File: config.mk
export PLATFORM = sky130hd
export DESIGN_NAME = ibuf_read_sched
export DESIGN_NICKNAME = d
export VERILOG_FILES = /design/src/rtl/ibuf_read_sched.sv
export SDC_FILE = /design/constraint.sdc
export NUM_CORES = 1
export LEC_CHECK = 0
export BUFFER_PORTS_ARGS = -buffer_cell sky130_fd_sc_hd__clkbuf_2
export CAP_MARGIN = 20
export CORE_MARGIN = 2
export CORE_UTILIZATION = 60
export CTS_BUF_LIST = sky130_fd_sc_hd__clkbuf_16
export CTS_CLUSTER_DIAMETER = 100
export DETAILED_ROUTE_END_ITERATION = 8
export PLACE_DENSITY = 0.8
export SKIP_LAST_GASP = 1
export SYNTH_ARGS = -nofsm -noshare
export SYNTH_HDL_FRONTEND = slang
export SYNTH_SLANG_ARGS = --single-unit
File: constraint.sdc
create_clock -name clk -period 9.32 [get_ports clk]
set_clock_uncertainty 0.2 [all_clocks]
set_input_delay 1.864 -clock clk [delete_from_list [all_inputs] [get_ports clk]]
set_output_delay 1.864 -clock clk [all_outputs]
set_load 0.01 [all_outputs]
File: src/rtl/ibuf_read_sched.sv
// ibuf read-side sequencer: walks a two-level loop of read addresses,
// issues one read per unstalled cycle, drains the forwarding chain, pulses done.
module ibuf_read_sched #(
    parameter int BUF_ADDR_WIDTH = 10,
    parameter int LOOP_ITER_W    = 16,
    parameter int ARRAY_N        = 1,
    parameter int RD_LATENCY     = 2
) (
    input  logic                      clk,
    input  logic                      reset,
    input  logic                      start,
    input  logic [BUF_ADDR_WIDTH-1:0] cfg_base_addr,
    input  logic [BUF_ADDR_WIDTH-1:0] cfg_inner_stride,
    input  logic [LOOP_ITER_W-1:0]    cfg_inner_count,
    input  logic [BUF_ADDR_WIDTH-1:0] cfg_outer_stride,
    input  logic [LOOP_ITER_W-1:0]    cfg_outer_count,
    input  logic                      stall,
    output logic                      busy,
    output logic                      done,
    output logic                      buf_read_req,
    output logic [BUF_ADDR_WIDTH-1:0] buf_read_addr
);

    localparam int D   = ARRAY_N - 1 + RD_LATENCY;
    localparam int DCW = $clog2(D) + 1;
    localparam logic [LOOP_ITER_W-1:0] ONE = LOOP_ITER_W'(1);

    typedef enum logic [1:0] {IDLE, READ, DRAIN, DONE} state_t;

    state_t                    state, nx;
    logic [BUF_ADDR_WIDTH-1:0] istr_q, ostr_q, addr_q, row_q;
    logic [LOOP_ITER_W-1:0]    icnt_q, ocnt_q, iidx_q, oidx_q;
    logic                      last_q, empty_q;
    logic [DCW-1:0]            drain_cnt;

    logic                      idle, cfg_empty, issue;
    logic                      inner_wrap, outer_last;
    logic                      empty_nx, busy_nx;
    logic [BUF_ADDR_WIDTH-1:0] c_istr, c_ostr, c_addr, c_row;
    logic [LOOP_ITER_W-1:0]    c_icnt, c_ocnt, c_iidx, c_oidx;

    // In the start cycle the loop walks straight off the cfg inputs so the
    // first request lands one cycle after start.
    assign idle      = (state == IDLE);
    assign cfg_empty = (cfg_inner_count == '0) || (cfg_outer_count == '0);
    assign c_istr    = idle ? cfg_inner_stride : istr_q;
    assign c_ostr    = idle ? cfg_outer_stride : ostr_q;
    assign c_icnt    = idle ? cfg_inner_count  : icnt_q;
    assign c_ocnt    = idle ? cfg_outer_count  : ocnt_q;
    assign c_addr    = idle ? cfg_base_addr    : addr_q;
    assign c_row     = idle ? cfg_base_addr    : row_q;
    assign c_iidx    = idle ? '0 : iidx_q;
    assign c_oidx    = idle ? '0 : oidx_q;

    assign inner_wrap = (c_iidx == c_icnt - ONE);
    assign outer_last = (c_oidx == c_ocnt - ONE);

    // Next state, issue decision and next values of the registered outputs.
    always_comb begin
        nx       = state;
        issue    = 1'b0;
        empty_nx = empty_q;
        unique case (state)
            IDLE: begin
                empty_nx = cfg_empty;
                if (start) begin
                    nx    = cfg_empty ? DRAIN : READ;
                    issue = !cfg_empty;
                end
            end
            READ: begin
                if (last_q) nx = DRAIN;
                else        issue = !stall;
            end
            DRAIN: if (drain_cnt == '0) nx = DONE;
            DONE:  nx = IDLE;
            default: nx = IDLE;
        endcase
        busy_nx = (nx == READ) || ((nx == DRAIN) && !empty_nx);
    end

    // State register.
    always_ff @(posedge clk or negedge reset) begin
        if (!reset) state <= IDLE;
        else        state <= nx;
    end

    // Latched descriptor, loop indices and drain countdown.
    always_ff @(posedge clk or negedge reset) begin
        if (!reset) begin
            istr_q    <= '0;
            ostr_q    <= '0;
            icnt_q    <= '0;
            ocnt_q    <= '0;
            addr_q    <= '0;
            row_q     <= '0;
            iidx_q    <= '0;
            oidx_q    <= '0;
            last_q    <= 1'b0;
            empty_q   <= 1'b0;
            drain_cnt <= '0;
        end else begin
            if (idle && start) begin
                istr_q  <= cfg_inner_stride;
                ostr_q  <= cfg_outer_stride;
                icnt_q  <= cfg_inner_count;
                ocnt_q  <= cfg_outer_count;
                empty_q <= cfg_empty;
                last_q  <= 1'b0;
            end
            if (issue) begin
                if (inner_wrap) begin
                    iidx_q <= '0;
                    oidx_q <= c_oidx + ONE;
                    row_q  <= c_row + c_ostr;
                    addr_q <= c_row + c_ostr;
                    if (outer_last) last_q <= 1'b1;
                end else begin
                    iidx_q <= c_iidx + ONE;
                    oidx_q <= c_oidx;
                    row_q  <= c_row;
                    addr_q <= c_addr + c_istr;
                end
            end
            if (state != DRAIN && nx == DRAIN)
                drain_cnt <= empty_nx ? '0 : DCW'(D - 1);
            else if (state == DRAIN)
                drain_cnt <= drain_cnt - 1'b1;
        end
    end

    // Registered outputs; the address holds while no request is issued.
    always_ff @(posedge clk or negedge reset) begin
        if (!reset) begin
            busy          <= 1'b0;
            done          <= 1'b0;
            buf_read_req  <= 1'b0;
            buf_read_addr <= '0;
        end else begin
            busy         <= busy_nx;
            done         <= (nx == DONE);
            buf_read_req <= issue;
            if (issue) buf_read_addr <= c_addr;
        end
    end

endmodule
* Word-level counts from Yosys, hierarchy flattened
Index checks and enable logic that the tools add are counted.
Storage, ports and cells: flip-flop bits (word level) 123, bits in latches 0, memory bits (writable) 0, memory bits (read-only) 0, bits of input ports 66, output and inout bits 13, logic and storage cells 73, memories 0
Cells by class: add/sub/neg operators 7, multiply operators 0, divide/modulo/power cells 0, order comparisons 0, eq/ne operators 9, shifts and indexed selects 0, mux-type cells 28, bitwise gates (word level) 0, reductions and logical operators 13
Operator list (count):
- 16-bit 2-to-1 mux | 6
- 10-bit 2-to-1 mux | 6
- 16-bit by 1-bit adder with 16-bit output, second input constant | 2
- 16-bit equality test | 2
- 16-bit logical NOT | 2
- 16-bit by 1-bit subtractor with 16-bit output, second input constant | 2
- 10-bit adder | 2
- 2-bit 2-to-1 mux | 6
- 2-bit equality test, second input constant | 4
- 1-bit 2-to-1 mux | 8
- 2-bit one-hot mux with 4 select lines | 1
- 2-bit by 1-bit equality test with 1-bit output, second input constant | 2
- 2-bit logical NOT | 2
- 1-bit logical AND | 3
- 1-bit logical NOT | 3
- 1-bit logical OR | 2
- 2-bit != test, second input constant | 1
- 1-bit one-hot mux with 2 select lines | 1
- 2-bit nonzero test | 1
- 2-bit by 1-bit subtractor with 2-bit output, second input constant | 1

* Longest topological paths before layout
Gate-level depths: netlist of run 1.
depth in word-level cells 8, mapped depth 22, gate-level depth less buffers 15

* Least setup slack after synthesis of run 1
OpenSTA, ideal clock, no wires.
kind input -> register, start point input cfg_inner_count[0], end point register iidx_q[13], library setup time 0.066 ns, data arrival time 4.287 ns, required time 9.054 ns, setup slack 4.767 ns, stages on the path 13, path buffers 2, cell sequence mux2_2 inv_1 ha_1 nand3_1 nor4_2 nand3_1 and2_1 o2111a_1 and2_1 buf_6 buf_6 o31ai_1 a22o_1
Between the ends: longest elaborated chain between the ends 5, elaborated cells on any way between the ends 9, those cells by class 1 x add/sub; 1 x eq/ne; 4 x mux; 3 x reduce/logical
Ends and longest elaborated chain:
- start: declaration | line 14 | input logic [LOOP_ITER_W-1:0] cfg_inner_count,
- branches (longest 5 deep; another with 16-bit by 1-bit subtractor with 16-bit output)
- end signal: assignment | line 119 | iidx_q <= c_iidx + ONE;
- end: declaration | line 32 | logic [LOOP_ITER_W-1:0] icnt_q, ocnt_q, iidx_q, oidx_q;
Several ways; the timed one is not identified. A chain may end at the register's enable or synchronous reset.

* Final worst setup path of run 1
start point register state[1], end point register oidx_q[8]
Between the ends: longest elaborated chain between the ends 5, elaborated cells on any way between the ends 10, those cells by class 2 x add/sub; 2 x eq/ne; 5 x mux; 1 x reduce/logical
Ends and longest elaborated chain:
- start: declaration | line 30 | state_t state, nx;
- start signal: assignment | line 85 | else state <= nx;
- 2-bit logical NOT | line 44, 63
- 16-bit 2-to-1 mux | line 48 | assign c_icnt = idle ? cfg_inner_count : icnt_q;
- 16-bit by 1-bit subtractor with 16-bit output | line 55 | assign inner_wrap = (c_iidx == c_icnt - ONE);
- 16-bit equality test | line 55
- 16-bit 2-to-1 mux | line 112 | if (inner_wrap) begin
- end signal: assignment | line 114 | oidx_q <= c_oidx + ONE;
- end signal: assignment | line 120 | oidx_q <= c_oidx;
- end: declaration | line 32
Parallel ways exist; a longest one is shown, timed or not.

==> results by stage, run 1 <==
Outcome:
- The run finished with clean final reports.

Yosys:
- Summing every instance area after synthesis gives 8310 um^2.
- The count of distinct cell types in the synthesized netlist is 68.
- Synthesis handed over a netlist of approximately 1,000 instances.
- The count of synthesis-stage warnings from yosys is 0.
- Of the post-synthesis cell area, the dominant cell type holds 0.371.
- For this run, asynchronously set or reset flops after synthesis account for 1.00.
- The average cell area after synthesis is 8.05 um^2.
- For this run, the register share of the synthesized area comes to 0.371.
- Counting flops with a built-in enable in the synthesized netlist gives 0.
- Yosys attributes the largest share of cell area to sky130_fd_sc_hd__dfrtp_1 37%, sky130_fd_sc_hd__nand2_1 14%, sky130_fd_sc_hd__xnor2_1 5.1%, sky130_fd_sc_hd__xor2_1 3.6%, sky130_fd_sc_hd__ha_1 3.5%.
- Synthesis inferred 123 register bits.
- The net count after synthesis is 1,123.
- The biggest area contributor in the post-synthesis netlist is sky130_fd_sc_hd__dfrtp_1.
- The prevailing post-synth register cell is sky130_fd_sc_hd__dfrtp_1.

Worst setup path:
- On the worst path, the slowest cell contributes a delay of 930 ps.
- Traced cell by cell, the critical path runs through or2_2, buf_4, o21ai_1, nor3_1, nand4b_1, o211ai_1, o2111a_1, nand2_1, or4_1, xor2_1.
- The total buffers and inverters traversed by the critical path is 1.
- By startpoint and endpoint, the worst setup path is classified as flop to flop.
- The capturing point of the worst reg2reg path is oidx_q[8].
- The kind of capture point of the worst setup path is a flop.
- The critical path runs through a total of 10 cells.
- In this run the worst path has a maximum fanout of between 50 and 60.
- The startpoint kind of the worst setup timing path is a flop.
- The minimum setup slack among reg-to-reg paths is 4070 ps.
- The critical path data arrival time is 5360 ps.
- The capturing element of the worst setup path is oidx_q[8].
- The required time of the critical path is 9430 ps.
- Tracing the worst setup path back leads to its startpoint at state[1].
- The cell count of the worst reg-to-reg path is 10.
- The kind of cell with the highest combined delay on the critical path is simple AND/OR/NAND/NOR gates.
- The critical path's slowest cell is sky130_fd_sc_hd__dfrtp_1.
- The worst register-to-register path begins at state[1].

Global routing:
- In the global route stage, met3 resource usage came out at 0.0609.
- The number of global-route vias before repair was 7,147.
- Summed over all layers, the global routing overflow is 0.
- The wire length of the first global-routing pass is around 36,000 um.
- Entering global routing, the biggest net connects between 70 and 80 pins.
- The met2 routing resource usage after global routing is 0.479.
- The global routing stage identified its most utilized layer as met2.
- The number of antenna violations at the first check in global routing is 0.
- Across every metal layer, demand over resource in global routing totals 0.304.
- For this run, global-route usage on met1 was measured as 0.426.

Placed design:
- The total of buffers placed on input and output ports is 78.
- The routability congestion estimate is 0.932.
- The sum of net half-perimeters after detailed placement is between 10,000 and 15,000 um.

Layout:
- Of the cells placed in the final design, the portion with a size suffix greater than 1 is 0.130.
- The layout overhead on the synthesized area is 11.9%.
- Registers take 3080 um^2.
- 0 antenna diodes ended up in the layout.
- The filler cell count is 1,118.
- At the end of the flow, the number of nets in the layout was ~1,200.
- The area of the multi-input gates is 4870 um^2.
- Measured on the finished design, the core utilization comes to 0.694.

Route:
- The count of nets left with antenna violations once routing finished came out at 0.
- In this run, the number of DRC markers left after iteration 0 of detailed routing was about 690.
- The number of iterations in the first detailed-routing pass is 8.
- The total routed wirelength is 21,600 um.
- Across all layers, the routed design uses approximately 7,600 vias.
- The number of DRC violations after detailed routing is 0.
- The detailed-route wire length per cell is around 17 um.
- In the routed layout, each cell is associated on average with a via count of around 6.0.

STA:
- The final period utilization is 0.564.
- Measured against its own limit, the worst slew margin works out to 0.284.
- The clock period could shrink to 5250 ps.
- Setup violations remaining at the end of the flow were counted as 0.
- The setup TNS is 0 ps.
- At the pin with the least slew margin, the transition time is 1070 ps.
- The number of hold-slack violations in the final timing report is 0.
- The maximum frequency from static timing analysis is about 190 MHz.
- Setup repair after global routing left no endpoint under its margin.
- The final-report max-slew violation count is 0.

Clock tree:
- The clock reaches the later pin of the worst-skew pair after between 400 and 500 ps.
- Counting every sink on the clock net gives 123.
- The number of post-CTS setup repair buffers is 0.
- Hold repair after CTS inserted 0 buffers.
- The number of H-tree levels is 4.
- Clock tree synthesis inserted a total of 17 buffers.
- After clock tree synthesis, the repair step resized 0 gates.
- The clock transition at the register clock pins on the worst setup and hold paths after CTS is around 60 ps.
- The number of buffers between clock root and the deepest sink is 2.
- The clock tree from TritonCTS is built.
- The cell chosen for the clock root is sky130_fd_sc_hd__clkbuf_16.

Floorplanning:
- For this configuration, the core starts out at a cell density of 0.620.
- 79 I/O pins were placed.
- The area of the die is 14,800 um^2.
- The die outline height is 122 um.
- The number of rows in the core area is 42.
- The horizontal die dimension is 122 um.
- The floorplan step defined a core boundary enclosing 13,400 um^2.

Run:
- Across the run, the number of max-cap violations was 0.

Power and ir drop:
- Summed over all cells, the static leakage comes to 4.50 nW.
- For this design the ratio of total power to cell area is 372 nW/um^2.
- VDD sags by at most 0.220 mV.

Min path:
- The path class of the tightest hold or removal check is flop to flop.
flip-flops by register name, summed over array words and instances, names as in the netlist, 2 cells and up:
register,flops
icnt_q,16
iidx_q,16
ocnt_q,16
oidx_q,16
addr_q,10
buf_read_addr,10
istr_q,10
ostr_q,10
row_q,10
drain_cnt,2
state,2
where the power goes:
| group | internal (W) | switching, W |
|---|---|---|
| Clock | 0.000446 | 0.000249 |
| Sequential | 0.000729 | 0.000197 |
| Combinational | 0.000734 | 0.00111 |
| Total | 0.00191 | 0.00155 |
final cells by class:
| type | count | share of cell area |
|---|---|---|
| clock inverter | 15 | 0.0215 |
| timing repair buffer | 85 | 0.0479 |
| tap | 176 | 0.0237 |
| sequential | 123 | 0.331 |
| inverter | 15 | 0.00606 |
| clock buffer | 17 | 0.0458 |
| multi-input combinational | 840 | 0.524 |
how the worst min path moves through the flow:
stage | start | end | slack (ps) | cells past startpoint
after global placement | istr_q[8] | istr_q[8] | 260 | 2
after CTS | istr_q[0] | istr_q[0] | 280 | 2
after global routing | istr_q[0] | istr_q[0] | 290 | 2
after detailed placement | istr_q[0] | istr_q[0] | 260 | 2
final | istr_q[8] | istr_q[8] | 270 | 2
after floorplan | ostr_q[1] | ostr_q[1] | 240 | 2
through the flow:
| step | setup WS [ps] | hold slack [ps] | power [W] | cell area, um^2 | cells |
|---|---|---|---|---|---|
| detailed placement | 3950 | 262 | 0.00273 | 8670 | 1239 |
| global route | 3780 | 288 | 0.00374 | 9300 | 1271 |
| CTS | 4190 | 276 | 0.00345 | 9300 | 1271 |
| floorplan | 4770 | 245 | 0.00235 | 8310 | 1032 |
| finish | 4070 | 274 | 0.00346 | 9300 | 1271 |
| global placement | 4030 | 257 | 0.00268 | 8670 | 1239 |
cells in the mapped netlist, types with 3 or more instances:
library cell	number
sky130_fd_sc_hd__nand4_1	7
sky130_fd_sc_hd__and4_1	6
sky130_fd_sc_hd__a31oi_1	16
sky130_fd_sc_hd__buf_4	4
sky130_fd_sc_hd__nand2b_1	5
sky130_fd_sc_hd__a211o_1	8
sky130_fd_sc_hd__nand2_1	316
sky130_fd_sc_hd__a21o_1	6
sky130_fd_sc_hd__o21a_1	3
sky130_fd_sc_hd__mux2i_1	14
sky130_fd_sc_hd__o31ai_2	4
sky130_fd_sc_hd__nor2_1	52
sky130_fd_sc_hd__a21boi_0	4
sky130_fd_sc_hd__ha_1	23
sky130_fd_sc_hd__and3_1	19
sky130_fd_sc_hd__buf_1	5
sky130_fd_sc_hd__nand4b_1	3
sky130_fd_sc_hd__dfrtp_1	123
sky130_fd_sc_hd__and2_1	12
sky130_fd_sc_hd__or4_1	6
sky130_fd_sc_hd__inv_1	14
sky130_fd_sc_hd__nor3_1	29
sky130_fd_sc_hd__nand3_1	38
sky130_fd_sc_hd__o21ai_0	35
sky130_fd_sc_hd__clkbuf_1	23
sky130_fd_sc_hd__xnor2_1	48
sky130_fd_sc_hd__xor2_1	34
sky130_fd_sc_hd__mux2_2	5
sky130_fd_sc_hd__nor2b_1	16
sky130_fd_sc_hd__buf_6	10
sky130_fd_sc_hd__o211ai_1	3
sky130_fd_sc_hd__o22ai_1	6
sky130_fd_sc_hd__o31ai_1	12
sky130_fd_sc_hd__nor4_1	16
sky130_fd_sc_hd__or3_1	9
sky130_fd_sc_hd__a22o_1	11
sky130_fd_sc_hd__a21oi_1	35
sky130_fd_sc_hd__buf_2	12
per-layer routing:
metal / wire length (um) / share of wire
met1: 9730 / 0.45
met2: 10100 / 0.47
met3: 1430 / 0.066
met4: 349 / 0.016
met5: 0 / 0
worst reg2reg max path, delay by kind of cell (launching register included):
kind	cells	cell delay (ps)
and+or+nand+nor	5	2360
DFF	1	930
AOI/OAI and AO/OA	3	880
buffers and inverters	1	610
xor gates and xnor gates	1	150
layout by cell type, fill, tap and decap left out, types with 6 or more instances in the layout:
cell | netlist | final
sky130_fd_sc_hd__a31oi_1 | 16 | 16
sky130_fd_sc_hd__o22ai_1 | 6 | 6
sky130_fd_sc_hd__nand4_1 | 7 | 7
sky130_fd_sc_hd__a211o_1 | 8 | 8
sky130_fd_sc_hd__o21ai_0 | 35 | 35
sky130_fd_sc_hd__nand3_1 | 38 | 38
sky130_fd_sc_hd__nor2b_1 | 16 | 16
sky130_fd_sc_hd__a22o_1 | 11 | 11
sky130_fd_sc_hd__ha_1 | 23 | 23
sky130_fd_sc_hd__and4_1 | 6 | 6
sky130_fd_sc_hd__dfrtp_1 | 123 | 123
sky130_fd_sc_hd__nand2_1 | 316 | 316
sky130_fd_sc_hd__clkbuf_16 | 0 | 17
sky130_fd_sc_hd__nor2_1 | 52 | 51
sky130_fd_sc_hd__or3_1 | 9 | 9
sky130_fd_sc_hd__and2_1 | 12 | 11
sky130_fd_sc_hd__or4_1 | 6 | 6
sky130_fd_sc_hd__nor3_1 | 29 | 29
sky130_fd_sc_hd__mux2i_1 | 14 | 14
sky130_fd_sc_hd__clkbuf_2 | 0 | 77
sky130_fd_sc_hd__xnor2_1 | 48 | 48
sky130_fd_sc_hd__and3_1 | 19 | 19
sky130_fd_sc_hd__inv_1 | 14 | 14
sky130_fd_sc_hd__a21oi_1 | 35 | 35
sky130_fd_sc_hd__o31ai_1 | 12 | 12
sky130_fd_sc_hd__nor4_1 | 16 | 16
sky130_fd_sc_hd__a21o_1 | 6 | 6
sky130_fd_sc_hd__buf_4 | 4 | 8
sky130_fd_sc_hd__xor2_1 | 34 | 34
logic make-up after synthesis:
kind of cell / share of synthesized area
multiplexers: 0.0237
AND/OR/NAND/NOR: 0.305
adder cells (fa/ha/maj): 0.0395
XOR/XNOR: 0.0865
AO/OA/AOI/OAI: 0.131
flip-flops: 0.371
buffers and inverters: 0.0438
Note: power is estimated with default switching activity, not from simulation.
==> run 2: changes to the inputs <==
--- a/config.mk
+++ b/config.mk
@@ -8,11 +8,11 @@
 export BUFFER_PORTS_ARGS = -buffer_cell sky130_fd_sc_hd__clkbuf_2
 export CAP_MARGIN = 20
 export CORE_MARGIN = 2
-export CORE_UTILIZATION = 60
+export CORE_UTILIZATION = 55
 export CTS_BUF_LIST = sky130_fd_sc_hd__clkbuf_16
 export CTS_CLUSTER_DIAMETER = 100
 export DETAILED_ROUTE_END_ITERATION = 8
-export PLACE_DENSITY = 0.8
+export PLACE_DENSITY = 0.77
 export SKIP_LAST_GASP = 1
 export SYNTH_ARGS = -nofsm -noshare
 export SYNTH_HDL_FRONTEND = slang
==> constraint.sdc (replaced) <==
create_clock -name clk -period 4.2 [get_ports clk]
set_clock_uncertainty 0.2 [all_clocks]
set_input_delay 0.84 -clock clk [delete_from_list [all_inputs] [get_ports clk]]
set_output_delay 0.84 -clock clk [all_outputs]
set_load 0.01 [all_outputs]
==> run 2 against run 1 <==
Compared with the run above:
- count of clock-buffer cells in the layout unchanged
- sequential cell count stayed put
- critical endpoint is now addr_q[9]
- power rose by 120%
- combinational power is 130% higher
==> results by stage, run 2 (synthesized netlist as in run 1, its figures left out) <==
Worst setup path:
- For the worst setup path, the data arrival time is 4060 ps.
- The critical path goes through nor2_4, buf_4, buf_12, nand2_1, a21boi_0, inv_1, ha_1, a21o_1, a21oi_1, o21ai_0, or4_1, a41o_1, a21oi_1, xnor2_1, nand3_1, o311ai_1.
- The kind of cell with the highest combined delay on the critical path is compound AO/OA/AOI/OAI gates.
- The cell count of the worst reg-to-reg path is 16.
- Data on the critical path is required at its endpoint by 4330 ps.
- The critical path's slowest cell is sky130_fd_sc_hd__dfrtp_1.
- The maximum fanout encountered on the critical timing path is 41.
- The path type of the worst setup path is flop to flop.
- The largest stage delay on the critical path is 630 ps.
- The minimum setup slack among reg-to-reg paths is 270 ps.
- The kind of capture point of the worst setup path is a flop.
- The dominant cell type by count on the critical path is sky130_fd_sc_hd__a21oi_1.
- The capturing point of the worst reg2reg path is addr_q[9].
- The total buffers and inverters traversed by the critical path is 3.
- STA classifies the critical path startpoint as a flop.
- In this run the critical register-to-register path is launched from state[0].

Route:
- The detailed-route wire length per cell is ~17 um.
- The pre-antenna-repair detailed-routing pass consisted of 5 iterations.
- For this run, design rule violations remaining after detail routing come to 0.
- The count of nets left with antenna violations once routing finished came out at 0.
- The final layout contains routed wiring with a total length of 21,800 um.
- The number of DRC markers in iteration 0 is 819.
- The ratio of routed vias to standard cells is 5.93.
- The routed via count is 7,650.

Layout:
- The library cell used most frequently in the layout, excluding fill and tap cells, is sky130_fd_sc_hd__nand2_1.
- Leaving out fill and tap cells, the most frequent cells in the layout are 316 x sky130_fd_sc_hd__nand2_1, 123 x sky130_fd_sc_hd__dfrtp_1, 77 x sky130_fd_sc_hd__clkbuf_2.
- The net count reported at finish is 1,184.
- Relative to the synthesized area, the layout overhead comes to 13.2%.
- The count of antenna diodes in the layout is 0.
- The number of non-filler instances in the completed layout is 1,289.
- Summing all multi-input logic gate instances after layout gives 4880 um^2.
- In the final layout, flip-flops and latches occupy 3080 um^2.
- Of the cells placed in the final design, the portion with a size suffix greater than 1 is 0.132.
- The filler cell count is around 1,300.

Global routing:
- Summed over all layers, the global routing overflow is 0.
- The number of antenna violations at the first check in global routing is 0.
- The wire length of the first global-routing pass is about 36,000 um.
- The number of global-route vias before repair is a little over 7,000.
- The total global-route track usage is 0.280.
- Entering global routing, the biggest net connects 66 pins.

Clock tree:
- TritonCTS built the clock tree.
- Buffers inserted to repair hold after CTS numbered 0.
- CTS placed an instance of sky130_fd_sc_hd__clkbuf_16 at the clock tree root.
- The later pin in the worst-skew pair is clocked with a latency of 430 ps.
- The number of H-tree levels is 4.
- The number of buffers between clock root and the deepest sink is 2.
- The total CTS buffers is 17.
- Clock-pin slew was measured on the worst setup and hold paths at roughly 50 ps.
- The tree built by TritonCTS fans out to roughly 120 sinks.

Placed design:
- After detailed placement, the design holds a cell count of 1,255.
- Timing analysis after detailed placement gives a worst setup slack of approximately 230 ps.
- The total of buffers placed on input and output ports is 78.
- The routability congestion estimate is 0.890.
- Detailed placement ended at an HPWL of 14,900 um.

Floorplanning:
- The floorplan step defined a die boundary enclosing around 16,000 um^2.
- The floorplan has 44 rows.
- The floorplan core area is approximately 15,000 um^2.
- The initial standard-cell utilization of the core is 0.567.
- The die outline height is 127 um.
- The floorplan step set the die width to 127 um.
- The count of boundary I/O pins is 79.

Power and ir drop:
- The share of total power consumed by net switching is 0.445.
- For this design the ratio of total power to cell area is between 800 and 900 nW/um^2.
- Of the total power, the clock network draws 0.187.
- VDD sags by at most 0.582 mV.
- Internal power comes to 0.00426 W.
- The share of total power dissipated in sequential elements is 0.263.
- In this run the power spent charging and discharging nets is 0.00342 W.
- The part of the total power dissipated in combinational logic is 0.550.
- Summed over all cells, the static leakage comes to 4.57 nW.

STA:
- Setup slack on the critical path of the routed design comes to 269 ps.
- The total of endpoints with negative setup slack in the final report is 0.
- Setup repair after global routing left no endpoint under its margin.
- The maximum frequency from static timing analysis is around 250 MHz.
- The worst-margin pin slew is about 840 ps.
- The shortest clock period the worst path allows after layout is 3930 ps.
- In the final timing run, aggregate negative setup slack is 0 ps.
- Dividing the final minimum period by the clock period gives 0.936.
- The final-report max-slew violation count is 0.
- The worst pin sits at a relative slew slack of 0.439.
- The number of hold-slack violations in the final timing report is 0.

Min path:
- The startpoint of the tightest hold check path is istr_q[6].
- The worst hold path passes through 2 cells.
- The path with the worst hold slack has its endpoint at istr_q[6].
- The worst hold path belongs to the class flop to flop.

Outcome:
- The flow ran to the end, and the final reports show no timing, DRC or antenna violations.

Run:
- The tool flagged a number of max-cap violations equal to 0.
[run 2: changes by cell type in the layout (fill, tap and decap cells not counted), sizes merged]
cell	previous run	this run
clkinvlp	3	0
bufinv	4	3
buf	8	19
inv	15	18
[run 2: worst min-delay path, stage by stage (launching register included)]
cell,delay (ps)
sky130_fd_sc_hd__dfrtp_1,340
sky130_fd_sc_hd__nand2_1,50
sky130_fd_sc_hd__nand2_1,50
[run 2: per-layer routing]
| metal | routed length (um) | global-route usage | vias to the layer above | share of wire |
|---|---|---|---|---|
| met5 | 0 | 0 | - | 0 |
| met4 | 456 | 0.0937 | 0 | 0.021 |
| met3 | 1420 | 0.0628 | 50 | 0.065 |
| met2 | 9850 | 0.430 | 282 | 0.45 |
| met1 | 10100 | 0.394 | 3639 | 0.46 |
| li1 | - | - | 3679 | - |
[run 2: layout make-up]
cell class / instances / area share
Inverter: 15 / 0.00599
Clock buffer: 17 / 0.0452
Sequential cell: 123 / 0.327
Timing Repair Buffer: 96 / 0.0636
Multi-Input combinational cell: 840 / 0.519
Tap cell: 184 / 0.0245
Clock inverter: 14 / 0.0148
[run 2: how the worst max path moves through the flow]
stage,from,endpoint,slack [ps],cells after the start
final,state[0],addr_q[9],270,16
after global routing,state[0],addr_q[1],20,11
after CTS,state[0],addr_q[1],210,13
after detailed placement,state[0],addr_q[1],230,13
after global placement,cfg_inner_count[0],oidx_q[8],390,12
after floorplan,state[0],addr_q[9],10,19
[run 2: metrics by stage]
stage	total power (W)	instance area (um^2)	hold WS, ps	utilization
2_1_floorplan	0.00522	8310	246	-
3_3_place_gp	0.00606	8800	257	0.601
3_5_place_dp	0.00615	8800	262	0.601
4_1_cts	0.00762	9360	275	0.639
5_1_grt	0.00831	9400	300	0.642
6_report	0.00767	9400	271	0.642
[run 2: power groups by stage]
stage / clock, W / combinational [W] / sequential (W)
after detailed placement: 0 / 0.00414 / 0.00201
after CTS: 0.00145 / 0.00417 / 0.00200
after floorplan: 0 / 0.00330 / 0.00193
final: 0.00144 / 0.00422 / 0.00202
after global routing: 0.00151 / 0.00473 / 0.00207
after global placement: 0 / 0.00405 / 0.00201
[run 2: timing repair]
item	4_1_cts	5_1_grt
setup buffers	0	2
endpoints found under the setup margin	0	5
gates resized for setup	0	0
